===== src/rtl/alu_request_scheduler_if.sv =====
// Request, ALU and response channels of alu_request_scheduler.
// slave is the scheduler's view; master is the view of whatever surrounds it.
interface alu_request_scheduler_if #(
  parameter int OP_W = 3
);
  logic            req0Valid;
  logic            req0Ready;
  logic [OP_W-1:0] req0Op;
  logic [31:0]     req0OperandA;
  logic [3:0]      req0Imm;

  logic            req1Valid;
  logic            req1Ready;
  logic [OP_W-1:0] req1Op;
  logic [31:0]     req1OperandA;
  logic [3:0]      req1Imm;

  logic [OP_W-1:0] aluOp;
  logic [31:0]     aluA;
  logic [31:0]     aluB;
  logic            aluStart;
  logic            aluDone;
  logic [31:0]     aluResult;

  logic            rspValid;
  logic            rspReady;
  logic            rspId;
  logic [31:0]     rspResult;
  logic            rspError;

  modport slave (
    input  req0Valid, req0Op, req0OperandA, req0Imm,
    output req0Ready,
    input  req1Valid, req1Op, req1OperandA, req1Imm,
    output req1Ready,
    output aluOp, aluA, aluB, aluStart,
    input  aluDone, aluResult,
    output rspValid, rspId, rspResult, rspError,
    input  rspReady
  );

  modport master (
    output req0Valid, req0Op, req0OperandA, req0Imm,
    input  req0Ready,
    output req1Valid, req1Op, req1OperandA, req1Imm,
    input  req1Ready,
    input  aluOp, aluA, aluB, aluStart,
    output aluDone, aluResult,
    input  rspValid, rspId, rspResult, rspError,
    output rspReady
  );
endinterface


===== src/rtl/alu_request_scheduler.sv =====
// Round-robin sharing of one ALU between two requesters with a tagged response channel.
// Define ALU_TIMEOUT_EN to add a watchdog that aborts a WAIT after TIMEOUT_CYCLES cycles.
module alu_request_scheduler #(
  parameter int unsigned TIMEOUT_CYCLES = 16,
  parameter int          OP_W           = 3
) (
  input  logic                  clk,
  input  logic                  rst_n,
  alu_request_scheduler_if.slave bus,
  output logic                  busy,
  output logic [15:0]           completedCount
);

  typedef enum logic [1:0] {IDLE, ISSUE, WAIT, RESP} stateT;

  stateT           state;
  stateT           nextState;
  logic            rrPtr;
  logic            grantValid;
  logic            grantId;
  logic            waitExpire;
  logic [OP_W-1:0] opQ;
  logic [31:0]     aQ;
  logic [31:0]     bQ;
  logic            idQ;
  logic [31:0]     resultQ;
  logic [15:0]     completedCnt;

  if (TIMEOUT_CYCLES < 1 || TIMEOUT_CYCLES > 255) begin : gBadTimeout
    $error("alu_request_scheduler: TIMEOUT_CYCLES must be 1..255");
  end

`ifdef ALU_TIMEOUT_EN
  logic [7:0] wdCnt;
  logic       errQ;

  // Expiry is flagged in the last allowed WAIT cycle, so WAIT lasts exactly TIMEOUT_CYCLES.
  assign waitExpire = (wdCnt == 8'(TIMEOUT_CYCLES - 1));

  always_ff @(posedge clk or negedge rst_n) begin
    if (!rst_n) begin
      wdCnt <= 8'd0;
      errQ  <= 1'b0;
    end else begin
      if (state != WAIT) begin
        wdCnt <= 8'd0;
      end else if (!bus.aluDone) begin
        wdCnt <= wdCnt + 8'd1;
      end
      if (state == WAIT && (bus.aluDone || waitExpire)) begin
        errQ <= !bus.aluDone;
      end
    end
  end

  assign bus.rspError = errQ;
`else
  assign waitExpire   = 1'b0;
  assign bus.rspError = 1'b0;
`endif

  always_ff @(posedge clk or negedge rst_n) begin
    if (!rst_n) begin
      state <= IDLE;
    end else begin
      state <= nextState;
    end
  end

  always_comb begin
    nextState  = state;
    grantValid = 1'b0;
    grantId    = rrPtr;
    case (state)
      IDLE: begin
        grantValid = bus.req0Valid || bus.req1Valid;
        if (!(bus.req0Valid && bus.req1Valid)) begin
          grantId = bus.req1Valid;
        end
        if (grantValid) begin
          nextState = ISSUE;
        end
      end
      ISSUE: nextState = WAIT;
      WAIT: begin
        if (bus.aluDone || waitExpire) begin
          nextState = RESP;
        end
      end
      RESP: begin
        if (bus.rspReady) begin
          nextState = IDLE;
        end
      end
      default: nextState = IDLE;
    endcase
  end

  // A granted requester is always valid, so grantValid doubles as the accept strobe.
  always_ff @(posedge clk or negedge rst_n) begin
    if (!rst_n) begin
      rrPtr        <= 1'b0;
      opQ          <= '0;
      aQ           <= 32'd0;
      bQ           <= 32'd0;
      idQ          <= 1'b0;
      resultQ      <= 32'd0;
      completedCnt <= 16'd0;
    end else begin
      if (grantValid) begin
        opQ   <= grantId ? bus.req1Op : bus.req0Op;
        aQ    <= grantId ? bus.req1OperandA : bus.req0OperandA;
        bQ    <= {28'd0, (grantId ? bus.req1Imm : bus.req0Imm)};
        idQ   <= grantId;
        rrPtr <= ~grantId;
      end
      if (state == WAIT) begin
        if (bus.aluDone) begin
          resultQ <= bus.aluResult;
        end else if (waitExpire) begin
          resultQ <= 32'd0;
        end
      end
      if (state == RESP && bus.rspReady) begin
        completedCnt <= completedCnt + 16'd1;
      end
    end
  end

  assign bus.req0Ready  = grantValid && !grantId;
  assign bus.req1Ready  = grantValid && grantId;
  assign bus.aluOp      = opQ;
  assign bus.aluA       = aQ;
  assign bus.aluB       = bQ;
  assign bus.aluStart   = (state == ISSUE);
  assign bus.rspValid   = (state == RESP);
  assign bus.rspId      = idQ;
  assign bus.rspResult  = resultQ;
  assign busy           = (state != IDLE);
  assign completedCount = completedCnt;

endmodule


===== src/flat_wrapper.sv =====
// flat-port wrapper written by rule: the top's interface ports become plain ports
module alu_request_scheduler_flat 
#(
  parameter int unsigned TIMEOUT_CYCLES = 16,
  parameter int          OP_W           = 3
)
  (clk, rst_n, busy, completedCount, bus_req0Valid, bus_req0Op, bus_req0OperandA, bus_req0Imm, bus_req0Ready, bus_req1Valid, bus_req1Op, bus_req1OperandA, bus_req1Imm, bus_req1Ready, bus_aluOp, bus_aluA, bus_aluB, bus_aluStart, bus_aluDone, bus_aluResult, bus_rspValid, bus_rspId, bus_rspResult, bus_rspError, bus_rspReady);
  alu_request_scheduler_if #(.OP_W(OP_W)) bus_i ();
  input  logic clk;
  input  logic rst_n;
  output logic busy;
  output logic [15:0] completedCount;
  input wire logic [$bits(bus_i.req0Valid)-1:0] bus_req0Valid;
  input wire logic [$bits(bus_i.req0Op)-1:0] bus_req0Op;
  input wire logic [$bits(bus_i.req0OperandA)-1:0] bus_req0OperandA;
  input wire logic [$bits(bus_i.req0Imm)-1:0] bus_req0Imm;
  output wire logic [$bits(bus_i.req0Ready)-1:0] bus_req0Ready;
  input wire logic [$bits(bus_i.req1Valid)-1:0] bus_req1Valid;
  input wire logic [$bits(bus_i.req1Op)-1:0] bus_req1Op;
  input wire logic [$bits(bus_i.req1OperandA)-1:0] bus_req1OperandA;
  input wire logic [$bits(bus_i.req1Imm)-1:0] bus_req1Imm;
  output wire logic [$bits(bus_i.req1Ready)-1:0] bus_req1Ready;
  output wire logic [$bits(bus_i.aluOp)-1:0] bus_aluOp;
  output wire logic [$bits(bus_i.aluA)-1:0] bus_aluA;
  output wire logic [$bits(bus_i.aluB)-1:0] bus_aluB;
  output wire logic [$bits(bus_i.aluStart)-1:0] bus_aluStart;
  input wire logic [$bits(bus_i.aluDone)-1:0] bus_aluDone;
  input wire logic [$bits(bus_i.aluResult)-1:0] bus_aluResult;
  output wire logic [$bits(bus_i.rspValid)-1:0] bus_rspValid;
  output wire logic [$bits(bus_i.rspId)-1:0] bus_rspId;
  output wire logic [$bits(bus_i.rspResult)-1:0] bus_rspResult;
  output wire logic [$bits(bus_i.rspError)-1:0] bus_rspError;
  input wire logic [$bits(bus_i.rspReady)-1:0] bus_rspReady;
  assign bus_i.req0Valid = bus_req0Valid;
  assign bus_i.req0Op = bus_req0Op;
  assign bus_i.req0OperandA = bus_req0OperandA;
  assign bus_i.req0Imm = bus_req0Imm;
  assign bus_req0Ready = bus_i.req0Ready;
  assign bus_i.req1Valid = bus_req1Valid;
  assign bus_i.req1Op = bus_req1Op;
  assign bus_i.req1OperandA = bus_req1OperandA;
  assign bus_i.req1Imm = bus_req1Imm;
  assign bus_req1Ready = bus_i.req1Ready;
  assign bus_aluOp = bus_i.aluOp;
  assign bus_aluA = bus_i.aluA;
  assign bus_aluB = bus_i.aluB;
  assign bus_aluStart = bus_i.aluStart;
  assign bus_i.aluDone = bus_aluDone;
  assign bus_i.aluResult = bus_aluResult;
  assign bus_rspValid = bus_i.rspValid;
  assign bus_rspId = bus_i.rspId;
  assign bus_rspResult = bus_i.rspResult;
  assign bus_rspError = bus_i.rspError;
  assign bus_i.rspReady = bus_rspReady;
  alu_request_scheduler #(.TIMEOUT_CYCLES(TIMEOUT_CYCLES), .OP_W(OP_W)) u_core (.clk(clk), .rst_n(rst_n), .bus(bus_i), .busy(busy), .completedCount(completedCount));
endmodule

===== config.mk =====
export PLATFORM = sky130hd
export DESIGN_NAME = alu_request_scheduler_flat
export DESIGN_NICKNAME = d
export VERILOG_FILES = /design/src/rtl/alu_request_scheduler_if.sv /design/src/rtl/alu_request_scheduler.sv /design/src/flat_wrapper.sv
export SDC_FILE = /design/constraint.sdc
export NUM_CORES = 1
export LEC_CHECK = 0
export CORE_ASPECT_RATIO = 0.75
export CORE_MARGIN = 10
export CORE_UTILIZATION = 37
export DETAILED_ROUTE_END_ITERATION = 7
export PLACE_DENSITY = 0.8
export SYNTH_ARGS = -nofsm -noshare
export SYNTH_HDL_FRONTEND = slang
export SYNTH_SLANG_ARGS = --single-unit
export TNS_END_PERCENT = 30

===== constraint.sdc =====
create_clock -name clk -period 1.9 [get_ports clk]
set_input_delay 0.285 -clock clk [delete_from_list [all_inputs] [get_ports clk]]
set_output_delay 0.285 -clock clk [all_outputs]
set_load 0.01 [all_outputs]

-- Yosys cells after proc, flatten, opt, wreduce, memory -nomap -nowiden
Index checks and enable logic that the tools add are counted.
- bits in registers: 91
- latch bits: 0
- bits in writable memories: 0
- memory bits (read-only): 0
- input port bits: 116
- output and inout port bits: 122
- logic and storage cells: 36
- memories kept: 0
- add/sub/neg operators: 1
- multipliers: 0
- div/mod/pow operators: 0
- magnitude comparators: 0
- eq/ne operators: 6
- shift-type cells: 0
- muxes and demuxes: 10
- bitwise operators: 1
- reductions and logical operators: 10
- operator list (cell ; count):
    $mux W32 ; 1
    $add A16 B1 Y16 const B ; 1
    $pmux W2 S4 ; 1
    $mux W2 ; 3
    $eq A2 B2 Y1 const B ; 2
    $logic_and A1 B1 Y1 ; 4
    $mux W4 ; 1
    $ne A2 B1 Y1 const B ; 2
    $mux W1 ; 3
    $mux W3 ; 1
    $reduce_and A3 Y1 ; 1
    $eq A2 B1 Y1 const B ; 1
    $logic_not A2 Y1 ; 1
    $ne A2 B2 Y1 const B ; 1
    $reduce_and A2 Y1 ; 1
    $reduce_bool A2 Y1 ; 1
    $logic_not A1 Y1 ; 1
    $logic_or A1 B1 Y1 ; 1
    $not A1 Y1 ; 1

-- Logic depth before layout (Yosys ltp)
- word-level depth: 5
- mapped depth: 7
- gate-level depth less buffers: 6

-- Worst setup path before layout
OpenSTA, ideal clock, no wires.
- kind: reg-to-output
- start point: register u_core.state[0]
- end point: output bus_req1Ready
- arrival: 1.201 ns
- data required time: 1.615 ns
- path slack: 0.414 ns
- cell stages (with the launch flop): 6
- buffers on the path: 1
- cells stage by stage: dfrtp_1 inv_1 ha_1 nand2_1 a21oi_1 buf_2
- word-level cells in the longest chain between the ends: 3
- elaborated cells between the ends (all ways): 4
- those cells by class: mux (2); reduce/logical (2)
- ends and longest elaborated chain (element ; line ; source):
    start: declaration ; alu_request_scheduler.sv:16 ; stateT state;
    start signal: assignment ; alu_request_scheduler.sv:66 ; state <= nextState;
    $logic_not A2 Y1 (*) ; alu_request_scheduler.sv:74 ; case (state)
    $mux W1 ; alu_request_scheduler.sv:74 ;
    $logic_and A1 B1 Y1 (*) ; alu_request_scheduler.sv:131 ; assign bus.req1Ready = grantValid && grantId;
    end: declaration ; flat_wrapper.sv:22 ; output wire logic [$bits(bus_i.req1Ready)-1:0] bus_req1Ready;
Mark *: on every way between the ends. The rest lies on a longest branch, timed or not.

-- Final worst setup path
- start point: register u_core.state[1]
- end point: output bus_aluStart
- word-level cells in the longest chain between the ends: 1
- ends and longest elaborated chain (element ; line ; source):
    $eq A2 B1 Y1 ; alu_request_scheduler.sv:135 ; assign bus.aluStart = (state == ISSUE);
    end: declaration ; flat_wrapper.sv:26 ; output wire logic [$bits(bus_i.aluStart)-1:0] bus_aluStart;
No other way between the ends.

==> metrics.md <==
| Metric | Value |
|---|---|
| Status | `finished clean` |
| Clk_skew | `4.38 ps` |
| Fill cells | `829` |
| Pleak | `2.94 nW` |
| Dpl hpwl | `10.2 mm` |
| Site Rows | `32` |
| Top Usage Layer GRT | `met2` |
| Initial core utilization | `0.380` |
| Layout Area Growth over Synthesis | `64.6%` |
| Initial antenna violation count | `0` |
| CP cell instances | `inv_2 > ha_1 > clkdlybuf4s50_1` |
| Post-synthesis sequential area ratio | `0.580` |
| Setup Crit Path Kind | `reg -> out` |
| Antenna diodes | `0` |
| Worst skew pair latency | `320 ps` |
| 1st-pass router iterations | `5` |
| Worst path depth | `3` |
| Vias | `3214` |
| CP Data Arrival Time | `1550 ps` |
| Count of final setup violators | `0` |
| GR Util met2 | `0.280` |
| Cell count after synthesis | `312` |
| Die Y | `109 um` |
| Final Critical Period | `1830 ps` |
| Cell taking the most area after synthesis | `dfrtp_1` |
| Pwr dens | `1460 nW/um^2` |
| Final antenna-violating net count | `0` |
| Peak supply drop | `0.652 mV` |
| Die X | `139 um` |
| Post-Syn Area | `3930 um^2` |
| Core area | `10300 um^2` |
| Root buffer cell | `clkbuf_16` |
| Area contributors post-synth | `dfrtp_1 58%, a222oi_1 9.9%, mux2_2 9.5%` |
| Placer Congestion | `0.802` |
| Post-synthesis cell type count | `27` |
| Hold Vio Cnt, Final | `0` |
| 1st-iter DRT viols | `249` |
| IO Port Bufs | `208` |
| CP top delay family | `buffers and inverters` |
| Fin crit share | `0.963` |
| Setup bufs post-CTS | `0` |
| Total of max-cap violations | `0` |
| CP bufs+invs | `2` |
| Final setup TNS | `0 ps` |
| Critical Path End Type | `output port` |
| Most numerous cell in the Yosys netlist | `dfrtp_1` |
| I/O pin count | `238` |
| Largest net degree at the start of global routing | `46` |
| Share of cells above drive strength 1 | `0.133` |
| Slowest stage delay, CP | `560 ps` |
| Worst path slowest cell | `clkdlybuf4s50_1` |
| First-pass GRT wire length | `19.6 mm` |
| Total GRT Usage | `0.159` |
| Max-slew violation count | `0` |
| Full die area | `15200 um^2` |
| Worst Reg2Reg Path Length in Cells | `8` |
| Warnings, synthesis | `0` |
| F_max | `546 MHz` |
| Number of buffers created by CTS | `9` |
| Final wirelength | `12.7 mm` |
| Hold Slack | `461 ps` |
| Nets | `651` |
| Worst Hold Class | `in -> async` |
| Routed wire per std cell | `19.0 um` |
| DRC Markers | `0` |
| TritonCTS clock tree | `done` |
| Gr ovfl total | `0` |
| Vias per cell | `4.80` |
| Synth Area per Inst | `12.6 um^2` |
| Post-synth top area share | `0.580` |
| Post-synth top flop | `dfrtp_1` |
| WP data required | `1620 ps` |
| Longest Clk Path Bufs | `2` |
| Setup repair after global routing missed its margin | `no` |
| EDFF count, synth | `0` |
| Setup crit start kind | `register` |
| Met3 Track Usage GR | `0.0695` |
| Async set-or-reset flop fraction in the synthesized netlist | `1.00` |
| Worst-path clk slew | `60 ps` |
| Htree depth | `3` |
| Post-synth top cells | `91 x dfrtp_1, 46 x inv_1, 39 x a222oi_1` |
| Max FO, Critical Path | `3` |
| Clock sink total | `91` |
| Number of global-route vias before repair | `3435` |
| Met1 usage | `0.178` |
| Post-synthesis register bit count | `91` |
-- path summary, 6_finish.rpt --
path / slack (ps) / end / from
max reg2reg: 180 / u_core.bus.aluB[0] / u_core.state[1]
max in group asynchronous: 790 / u_core.bus.rspResult[2] / rst_n
min in group clk: 480 / u_core.completedCount[15] / u_core.completedCount[15]
min reg2reg: 480 / u_core.completedCount[15] / u_core.completedCount[15]
min: 460 / u_core.completedCount[4] / rst_n
max: 70 / bus_aluStart / u_core.state[1]
-- cell type report --
| cell class | instances | area [um^2] | share of cell area |
|---|---|---|---|
| clock buffer | 11 | 243 | 0.0376 |
| clock inverter | 3 | 40.0 | 0.00619 |
| inverter | 46 | 173 | 0.0267 |
| multi-input combinational | 159 | 1330 | 0.205 |
| sequential | 91 | 2280 | 0.352 |
| tap | 136 | 170 | 0.0263 |
| timing repair buffer | 223 | 2240 | 0.346 |
-- logic make-up after synthesis --
group	after synthesis	synth area share
DFF	91	0.580
buffers and inverters	90	0.119
AOI/OAI and AO/OA	47	0.113
muxes	33	0.0946
and+or+nand+nor	30	0.0440
xor gates and xnor gates	15	0.0334
adders and majority gates	5	0.0159
other	1	0.000955
-- metal layers --
metal | wire length [um] | up-vias
li1 | - | 1492
met1 | 4820 | 1582
met2 | 6610 | 132
met3 | 1210 | 8
met4 | 97 | 0
met5 | 0 | -
-- repair_timing --
action / in CTS / in global routing
hold buffers: 1 / 0
gates resized for setup: 6 / 3
setup endpoints to repair: 4 / 3
endpoints found under the hold margin: 35 / 0
-- cell usage in the layout, fill, tap and decap left out, types with 2 or more instances in the layout --
master	n
clkdlybuf4s50_1	203
dfrtp_1	91
inv_1	45
a222oi_1	39
mux2_2	33
conb_1	29
xnor2_1	11
buf_4	11
nand2_1	9
clkbuf_16	9
nand4_1	5
and3_1	4
xor2_1	4
ha_1	4
buf_12	4
nor2_1	3
nand3_1	3
dlygate4sd2_1	3
a21oi_4	2
a21oi_1	2
clkinv_2	2
-- power by group --
group | total, W | internal, W | switching, W
logic | 0.00447 | 0.00260 | 0.00187
registers | 0.00327 | 0.00279 | 0.000487
clock network | 0.00170 | 0.00104 | 0.000668
-- sequential cells by signal, summed over array words and instances, names as in the netlist --
signal / flops
u_core.completedCount: 16
u_core.bus.aluB: 4
u_core.bus.rspId: 1
u_core.state: 2
u_core.bus.aluA: 32
u_core.bus.rspResult: 32
u_core.rrPtr: 1
u_core.bus.aluOp: 3
-- per-stage QoR --
step,instance area [um^2],instances,setup WS (ps),util,total power (W)
6_report,6460,669,69.4,0.626,0.00945
5_1_grt,6460,669,14.0,0.626,0.0101
4_1_cts,6460,669,3.52,0.625,0.00958
3_5_place_dp,6170,654,4.59,0.597,0.00784
3_3_place_gp,6170,654,20.7,0.597,0.00768
2_1_floorplan,4030,340,414,-,0.00524
Power figures use the tool's default switching activity.
